<file path="src/rtl/fifo_wptr_full.sv">
// Write-side pointer and full-flag logic of an asynchronous FIFO: binary/Gray write
// pointer, read-pointer synchronizer, registered full and overflow flags, occupancy estimate.
module fifo_wptr_full #(
   parameter int ADDRWIDTH   = 4,
   parameter int SYNC_STAGES = 2
) (
   input  logic                 clk,
   input  logic                 rst,
   input  logic                 wr_en,
   input  logic [ADDRWIDTH:0]   rptr_gray_in,
   output logic [ADDRWIDTH-1:0] waddr,
   output logic                 wr_accept,
   output logic [ADDRWIDTH:0]   wptr_gray,
   output logic                 full,
   output logic                 overflow,
   output logic [ADDRWIDTH:0]   wr_count
);

   localparam int PW = ADDRWIDTH + 1;
   // Full when the next write pointer equals the read pointer with its top two Gray bits inverted.
   localparam logic [PW-1:0] FULL_MASK = PW'(3) << (ADDRWIDTH - 1);
   localparam logic [PW-1:0] DEPTH     = PW'(1) << ADDRWIDTH;

   logic [PW-1:0] wptr_bin_reg;
   logic [PW-1:0] wptr_gray_reg;
   logic          full_reg;
   logic          overflow_reg;
   logic [PW-1:0] sync_reg [SYNC_STAGES];

   logic [PW-1:0] wnext_bin;
   logic [PW-1:0] wnext_gray;
   logic          full_next;
   logic          overflow_next;
   logic [PW-1:0] rptr_gray_sync;
   logic [PW-1:0] rptr_bin_sync;

   assign rptr_gray_sync = sync_reg[SYNC_STAGES-1];

   genvar gi;
   generate
      for (gi = 0; gi < PW; gi++) begin : g_gray2bin
         assign rptr_bin_sync[gi] = ^rptr_gray_sync[PW-1:gi];
      end
   endgenerate

   assign wr_accept     = wr_en & ~full_reg;
   assign wnext_bin     = wptr_bin_reg + PW'(wr_accept);
   assign wnext_gray    = wnext_bin ^ (wnext_bin >> 1);
   assign full_next     = (wnext_gray == (rptr_gray_sync ^ FULL_MASK));
   assign overflow_next = wr_en & full_reg;

   always_ff @(posedge clk) begin
      if (rst) begin
         wptr_bin_reg  <= '0;
         wptr_gray_reg <= '0;
         full_reg      <= 1'b0;
         overflow_reg  <= 1'b0;
         for (int i = 0; i < SYNC_STAGES; i++) sync_reg[i] <= '0;
      end else begin
         wptr_bin_reg  <= wnext_bin;
         wptr_gray_reg <= wnext_gray;
         full_reg      <= full_next;
         overflow_reg  <= overflow_next;
         sync_reg[0]   <= rptr_gray_in;
         for (int i = 1; i < SYNC_STAGES; i++) sync_reg[i] <= sync_reg[i-1];
      end
   end

   assign waddr     = wptr_bin_reg[ADDRWIDTH-1:0];
   assign wptr_gray = wptr_gray_reg;
   assign full      = full_reg;
   assign overflow  = overflow_reg;
   // full can stay set one edge after the synchronized read pointer moves; report a full FIFO then.
   assign wr_count  = full_reg ? DEPTH : (wptr_bin_reg - rptr_bin_sync);

endmodule

</file>
<file path="config.mk">
export PLATFORM = sky130hd
export DESIGN_NAME = fifo_wptr_full
export DESIGN_NICKNAME = d
export VERILOG_FILES = /design/src/rtl/fifo_wptr_full.sv
export SDC_FILE = /design/constraint.sdc
export NUM_CORES = 1
export LEC_CHECK = 0
export CORE_MARGIN = 2
export CORE_UTILIZATION = 47
export DETAILED_ROUTE_END_ITERATION = 16
export PLACE_DENSITY = 0.77
export REMOVE_ABC_BUFFERS = 1
export SLEW_MARGIN = 20
export SYNTH_ARGS = -nofsm -noshare
export SYNTH_HDL_FRONTEND = slang
export SYNTH_SLANG_ARGS = --single-unit
</file>
<file path="constraint.sdc">
create_clock -name clk -period 3.7 [get_ports clk]
set_clock_uncertainty 0.2 [all_clocks]
set_input_delay 1.11 -clock clk [delete_from_list [all_inputs] [get_ports clk]]
set_output_delay 1.11 -clock clk [all_outputs]
set_load 0.03 [all_outputs]
</file>
==> flow_results.org, run 1 <==
** Status
- Run status :: complete, but fails checks
- The final reports fail on setup timing.

** Setup path
- Data on the critical path is required at its endpoint by around 2400 ps.
- Worst path arrival time :: about 2700 ps
- The worst setup path is captured at an output port.
- The worst register-to-register path begins at full.
- Along the worst path, the maximum fanout reaches 2.
- Path depth of the worst reg2reg path :: 8
- Element type at the critical path start :: flip-flop
- Endpoint of the worst-slack reg-to-reg timing path :: full
- Slack of the worst reg-to-reg path :: approximately 1400 ps
- The most critical setup path has its endpoint at wr_count[4].
- Worst setup path category :: reg -> out
- The critical path starts at sync_reg[0][9].

** Clock network
- Deepest clock path buffer count :: 2
- Clock H-tree levels :: 1
- TritonCTS clock tree :: done
- Total clock buffers created by CTS :: 3
- Cell chosen for the clock root :: sky130_fd_sc_hd__clkbuf_4
- Clock-pin slew on the worst setup and hold paths :: roughly 110 ps
- Clock tree synthesis found a total of 21 sinks.
- For this design, the CTS-stage hold fixing added 0 buffers.
- Clock latency on the worst-skew pair, taken at its later pin, is approximately 300 ps.

** Placement
- IO Port Bufs :: 24
- Post-detail-place hpwl :: about 1.4 mm
- Final estimated routing congestion in global placement :: between 0.7 and 0.8
- Placement-stage cell area :: 1284 um^2
- Total placed cells including tap cells :: 150

** STA
- Time the worst path needs with I/O delays and setup :: just under 4000 ps
- Max Fclk :: between 200 and 300 MHz
- Sum Neg Setup Slack :: -577.2 ps
- Worst hold slack :: 246.0 ps
- Dividing the final minimum period by the clock period gives 107.2%.
- Number of hold violations in the final report :: 0
- Unrepaired setup endpoints after global routing :: yes
- Slew HR :: 78.16%
- Total of endpoints with negative setup slack in the final report :: 3
- Slew at the pin closest to its max-slew limit :: around 330 ps
- The number of max-slew violations in the final report is 0.
- Post-route worst setup slack :: -267.5 ps

** GRT
- All-Layer GR Usage :: between 15 and 20%
- Entering global routing, the biggest net connects 14 pins.
- The first global-routing pass estimated 3.139 mm of wire.
- Summed over all layers, the global routing overflow is 0.
- The number of global-route vias before repair was just over 700.
- The number of antenna violations at the first check in global routing is 0.

** Final layout
- Layout net count :: roughly 150
- The finished cells cover ~1400 um^2.
- Number of flip-flops under the largest register name :: 10
- Antenna diodes :: 0
- Layout Cells excl Fill :: between 150 and 200
- Registers take 425.4 um^2.
- Share of final-layout standard cells stronger than drive strength 1 :: around a fifth
- The layout has around 160 filler cells.
- In the final layout, the multi-input gates occupy between 500 and 600 um^2.
- The area growth from synthesis to layout is 35.78%.

** Synth
- Register bit count reported by yosys :: 21
- Synth top area cells :: sky130_fd_sc_hd__dfxtp_1, sky130_fd_sc_hd__nor2b_1, sky130_fd_sc_hd__ha_1
- Sequential cell area fraction in the yosys report :: a little over two fifths
- Of all cell types, the one taking the most synthesized area is sky130_fd_sc_hd__dfxtp_1.
- Unique masters post-synth :: 24
- In the synthesized netlist, the number of instances is approximately 100.
- Post-synth top flop :: sky130_fd_sc_hd__dfxtp_1
- Mapped Area :: 1007 um^2
- Yosys printed 0 warnings.
- In this run the biggest area consumer among cell types represents 41.74% of the synthesized area.
- The average instance in the mapped netlist occupies 10.28 um^2.
- In this run, synthesis inferred 0 flip-flops with an integrated enable.
- Async set-or-reset flop fraction in the synthesized netlist :: 0%
- Most frequent cell after synthesis :: sky130_fd_sc_hd__dfxtp_1
- The commonest cells after synthesis are sky130_fd_sc_hd__dfxtp_1, sky130_fd_sc_hd__nor2b_1, sky130_fd_sc_hd__nor2_1.

** Die
- 25 I/O pins were placed.
- In this run the vertical extent of the chip is around 50 um.
- Initial cell density of the core :: 50.82%
- The floorplan step defined a die boundary enclosing around 2500 um^2.
- In this run the horizontal extent of the chip is around 50 um.
- Total number of placement rows :: 16
- Core Area :: 1982 um^2

** Detailed routing
- Overall via count from detail_route :: 734
- Dividing the detail-routed wire length by the instance count gives 11.50 um.
- Routed wire length :: between 1.5 and 2 mm
- Vias per std cell :: between 4 and 5
- Number of nets with antenna violations after detailed routing :: 0
- Iteration count of the initial detailed-routing pass :: 4
- DRC violations left :: 0
- Number of DRC markers after the initial detailed-route iteration :: 8

** Pwr
- Power spread over the standard cell area amounts to 413.2 nW/um^2.
- Sequential power share :: approximately 43%
- Power share of the combinational group :: 37.3%
- Leakage component of the power :: 0.5894 nW
- Psw :: 0.0001860 W
- Switching fraction of total power :: about 33%
- Internal cell power :: approximately 0.00038 W
- Clock group share of total power :: about a fifth
- The worst-case IR drop observed on VDD is 0.2937 mV.

** Hold path
- The worst hold path belongs to the class reg -> reg.
- The startpoint identified for the worst hold timing path is sync_reg[0][4].

** Job
- Max capacitance violation total :: 0
## worst max-delay path: stages (launching register included)
cell	delay (ps)
sky130_fd_sc_hd__dfxtp_2	370
sky130_fd_sc_hd__xnor2_4	190
sky130_fd_sc_hd__xor2_2	220
sky130_fd_sc_hd__xor2_2	180
sky130_fd_sc_hd__xnor2_1	150
sky130_fd_sc_hd__ha_2	200
sky130_fd_sc_hd__inv_2	50
sky130_fd_sc_hd__fa_2	350
sky130_fd_sc_hd__a21o_1	170
sky130_fd_sc_hd__a21oi_2	130
sky130_fd_sc_hd__xnor2_1	130
sky130_fd_sc_hd__nand2b_1	80
sky130_fd_sc_hd__buf_6	140
## power by group through the flow
stage	logic (W)	clock network (W)	registers, W
3_3_place_gp	0.000192	0	0.000250
3_5_place_dp	0.000197	0	0.000251
6_report	0.000211	0.000109	0.000245
5_1_grt	0.000228	0.000120	0.000247
4_1_cts	0.000212	0.000109	0.000245
2_1_floorplan	0.000114	0	0.000261
## per-stage QoR
| step | worst slack, ps | power, W | util (%) |
|---|---|---|---|
| after floorplan | 14.02 | 0.0003742 | - |
| after global placement | 32.63 | 0.0004420 | 64.77 |
| after detailed placement | -85.24 | 0.0004475 | 64.77 |
| after CTS | -320.3 | 0.0005667 | 69.00 |
| after global routing | -423.7 | 0.0005956 | 69.00 |
| final | -267.5 | 0.0005651 | 69.00 |
## area by class of cell
class | count | share of cell area [%]
well taps | 27 | 2.470
repair buffers | 30 | 20.40
multi-input cells | 72 | 43.28
inverters | 3 | 0.8234
clock buffers | 4 | 1.921
flip-flops and latches | 21 | 31.11
## metal layers
layer / vias up / global-route usage (%) / share of wire, %
met5: - / 0 / 0
met4: 0 / 6.757 / 1.7
met3: 5 / 2.679 / 3.8
met2: 19 / 29.61 / 51
met1: 337 / 19.21 / 44
li1: 373 / - / -
## timing repair
action	CTS	global route
setup endpoints to repair	5	4
resized for setup	12	0
buffers inserted	3	0
pin swaps	9	3
## how the worst min path moves through the flow
stage | to | slack, ps | cells after the start
final | sync_reg[0][9] | 250 | 1
after detailed placement | sync_reg[0][9] | 230 | 1
after floorplan | sync_reg[0][5] | 210 | 1
after CTS | sync_reg[0][9] | 250 | 1
after global placement | sync_reg[0][7] | 220 | 1
after global routing | sync_reg[0][8] | 260 | 1
## layout by cell type, fill, tap and decap left out, drive strengths merged, types with 3 or more instances in the layout
master         netlist  final
xor2                11     11
clkdlybuf4s50        0     18
buf                  0     11
ha                   7      7
nand3                4      4
xnor2                9      9
nor2b               15     15
clkbuf               2      4
nor2                10     10
inv                  3      3
dfxtp               21     21
## cell families after synthesis
family                   count (synthesis)  share of synthesized area (%)
AND/OR/NAND/NOR                         35                          18.14
XOR/XNOR                                21                          21.86
flip-flops                              21                          41.74
AO/OA/AOI/OAI                            8                          5.714
adder cells (fa/ha/maj)                  8                          10.68
buffers and inverters                    5                          1.864
Power figures use the tool's default switching activity.
==> run 2, diff against run 1 <==
Settings changed: CORE_MARGIN 2 to 4, HOLD_SLACK_MARGIN from default to 0.08, MAX_ROUTING_LAYER from default to met4.
==> flow_results.org, run 2 (synthesis gave the netlist of run 1 again) <==
** Hold path
- Worst hold start :: sync_reg[0][4]
- The worst hold path belongs to the class reg -> reg.
- The number of stages on the worst hold path was 1 (unchanged).
- The path with the worst hold slack has its endpoint at sync_reg[0][9].

** GRT
- Number of antenna violations at the first check in global routing :: 0 (unchanged)
- Pin count of the biggest net entering global routing :: 21 (+7)
- The overall routing resource usage came to 16.34% (-0.10 points).
- The number of global-route vias before repair was 745 (+4.2%).
- The first-pass GRT wire length came to 3.277 mm (+4.4%).
- The total grt overflow is 0 (unchanged).

** Clock network
- Number of sinks on the clock net :: 21 (unchanged)
- Deepest clock path buffer count :: 2 (unchanged)
- The number of levels the H-tree was split into was 1 (unchanged).
- Clock-pin slew on the worst setup and hold paths :: 120 ps (about the same)
- The number of clock buffers inserted by TritonCTS came to 3 (unchanged).
- TritonCTS built the clock tree.
- Source-to-sink clock delay at the later pin of the worst-skew pair :: 310 ps (about the same)
- Cell chosen for the clock root :: sky130_fd_sc_hd__clkbuf_4

** Detailed routing
- The average wire per standard cell was 11.97 um (+4.1%).
- The number of DRC markers after the initial detailed-route iteration is 5 (-3).
- The detail-routed via count per cell came to 4.716 (+0.87%).
- The DRC violation count after routing was 0 (unchanged).
- The number of iterations in the first detailed-routing pass is 4 (unchanged).
- Overall via count from detail_route :: 764 (+4.1%)
- Number of nets with antenna violations after detailed routing :: 0 (unchanged)
- Routed wire length :: 1.939 mm (+7.4%)

** Setup path
- Required @ worst endpoint :: 2390 ps (about the same)
- Element type at the critical path start :: flip-flop
- Maximum fanout along the worst path :: 2 (unchanged)
- The setup slack of the most critical reg-to-reg path came to 1390 ps (+30 ps).
- Start of the worst register-to-register path :: full
- The worst setup path is captured at an output port.
- Endpoint of the worst-slack reg-to-reg timing path :: full
- The cell depth of the worst flop-to-flop path came to 8 (unchanged).
- The critical path is of the reg -> out type.
- The critical path data arrival time came to 2690 ps (+30 ps).

** STA
- The slew of the pin with the lowest slew margin is 332.6 ps (+5.416 ps).
- Number of hold violations in the final report :: 0 (unchanged)
- Final Cycle Share :: 108.2% (+0.94 points)
- Slew HR :: 77.79% (-0.36 points)
- Time the worst path needs with I/O delays and setup :: 4002 ps (+34.74 ps)
- The final sum of negative setup slack is -783.6 ps (-206.4 ps).
- Post-route worst setup slack :: -302.2 ps (-34.74 ps)
- Setup repair after global routing could not meet its margin everywhere.
- Max-slew violation total from the final report :: 0 (unchanged)
- The number of setup violations in the final report came to 4 (+1).
- The highest achievable clock rate is 249.9 MHz (-0.87%).

** Job
- Max capacitance violation total :: 0 (unchanged)

** Die
- The I/O pin total was 25 (unchanged).
- The number of placement rows was 16 (unchanged).
- Floorplan die area :: 2947 um^2 (+17%)
- Overall die width :: 54.29 um (+8.0%)
- Die outline height :: 54.29 um (+8.0%)
- The starting density of the core was 50.31% (-0.51 points).
- Core Area :: 2002 um^2 (+1.0%)

** Placement
- Final estimated routing congestion in global placement :: 0.7688 (+8.1%)
- Pre-CTS setup slack :: -19.89 ps (+65.35 ps)
- The HPWL reported at the end of detailed placement is 1.308 mm (-4.6%).
- The port buffer count is 24 (unchanged).

** Final layout
- The flip-flop count of the largest register after layout is 10 (unchanged).
- The library cell used most frequently in the layout, excluding fill and tap cells, is sky130_fd_sc_hd__dfxtp_1.
- The area taken by flip-flops and latches came to 425.4 um^2 (unchanged).
- From synthesis to final layout, the design area changed by 40.00%.
- Antenna diodes :: 0 (unchanged)
- The number of fillers in the final layout is 162 (unchanged).
- The multi-input gate area in the final layout came to 591.8 um^2 (unchanged).
- Highest-count cells in the layout ignoring fill and taps :: sky130_fd_sc_hd__dfxtp_1, sky130_fd_sc_hd__clkdlybuf4s50_1, sky130_fd_sc_hd__nor2b_1
- The net count reported at finish is 152 (+3.4%).
- The fraction of final layout cells with drive strength greater than 1 came to 23.70% (+3.7 points).
- The utilization of the core after routing is 70.44% (+1.4 points).

** Status
- Run status :: complete, but fails checks
- Violated checks :: setup timing

** Pwr
- The total design power is 0.0005787 W (+2.4%).
- The peak supply drop is 0.2315 mV (-21%).
- Leakage component of the power :: 0.6162 nW (+4.6%)
- The power density normalized to cell area came to 410.4 nW/um^2 (-0.69%).
## run 2: cell count changes in the layout (fill, tap and decap cells not counted)
cell	change
sky130_fd_sc_hd__buf_4	+4
sky130_fd_sc_hd__buf_6	+1
sky130_fd_sc_hd__clkbuf_1	-1
sky130_fd_sc_hd__clkinv_2	+1
## run 2: worst max-delay path by stage
stage                     slack [ps]     endpoint            from
after CTS                       -280  wr_count[4]  sync_reg[0][8]
after detailed placement         -20  wr_count[4]  sync_reg[0][9]
after global placement            40  wr_count[4]  sync_reg[0][9]
after global routing            -470  wr_count[4]  sync_reg[0][9]
final                           -300  wr_count[4]  sync_reg[0][9]
after floorplan                   10  wr_count[4]  sync_reg[0][9]
## run 2: worst max-delay path, cell delays in order, from the launching register on
cell,delay [ps]
sky130_fd_sc_hd__dfxtp_2,370
sky130_fd_sc_hd__xnor2_4,190
sky130_fd_sc_hd__xor2_2,230
sky130_fd_sc_hd__xor2_2,180
sky130_fd_sc_hd__xnor2_1,140
sky130_fd_sc_hd__ha_2,190
sky130_fd_sc_hd__inv_2,40
sky130_fd_sc_hd__fa_2,350
sky130_fd_sc_hd__a21o_1,170
sky130_fd_sc_hd__a21oi_2,130
sky130_fd_sc_hd__xnor2_1,140
sky130_fd_sc_hd__nand2b_1,90
sky130_fd_sc_hd__buf_6,140
## run 2: final cells by class
type	count	area share (%)
tap	27	2.396
clock buffer	3	1.597
timing repair buffer	35	22.72
sequential	21	30.17
inverter	3	0.7986
multi-input combinational	72	41.97
clock inverter	1	0.3549
## run 2: metal layers
metal | track usage, % | vias up | part of all wire [%]
met4 | 11.62 | 0 | 4.1
met5 | - | - | 0
li1 | - | 387 | -
met1 | 18.44 | 339 | 41
met3 | 3.542 | 8 | 7.0
met2 | 25.50 | 30 | 47
## run 2: per-stage QoR
stage / instances / hold WS [ps] / cell area (um^2)
after floorplan: 96 / 213.8 / 999.7
after global placement: 151 / 217.5 / 1291
after detailed placement: 151 / 220.4 / 1291
after CTS: 162 / 249.4 / 1395
after global routing: 162 / 264.7 / 1410
final: 162 / 245.0 / 1410
## run 2: power breakdown
group / switching [W] / internal [W] / total, W
combinational: 0.000113 / 0.000109 / 0.000222
clock: 0.0000707 / 0.0000404 / 0.000111
sequential: 0.00000877 / 0.000237 / 0.000245
## run 2: repair_timing
item | 4_1_cts | 5_1_grt
setup buffers | 8 | 0
pin swaps | 14 | 3
hold buffers | 0 | 0
setup endpoints to repair | 5 | 4
gates resized for setup | 10 | 3
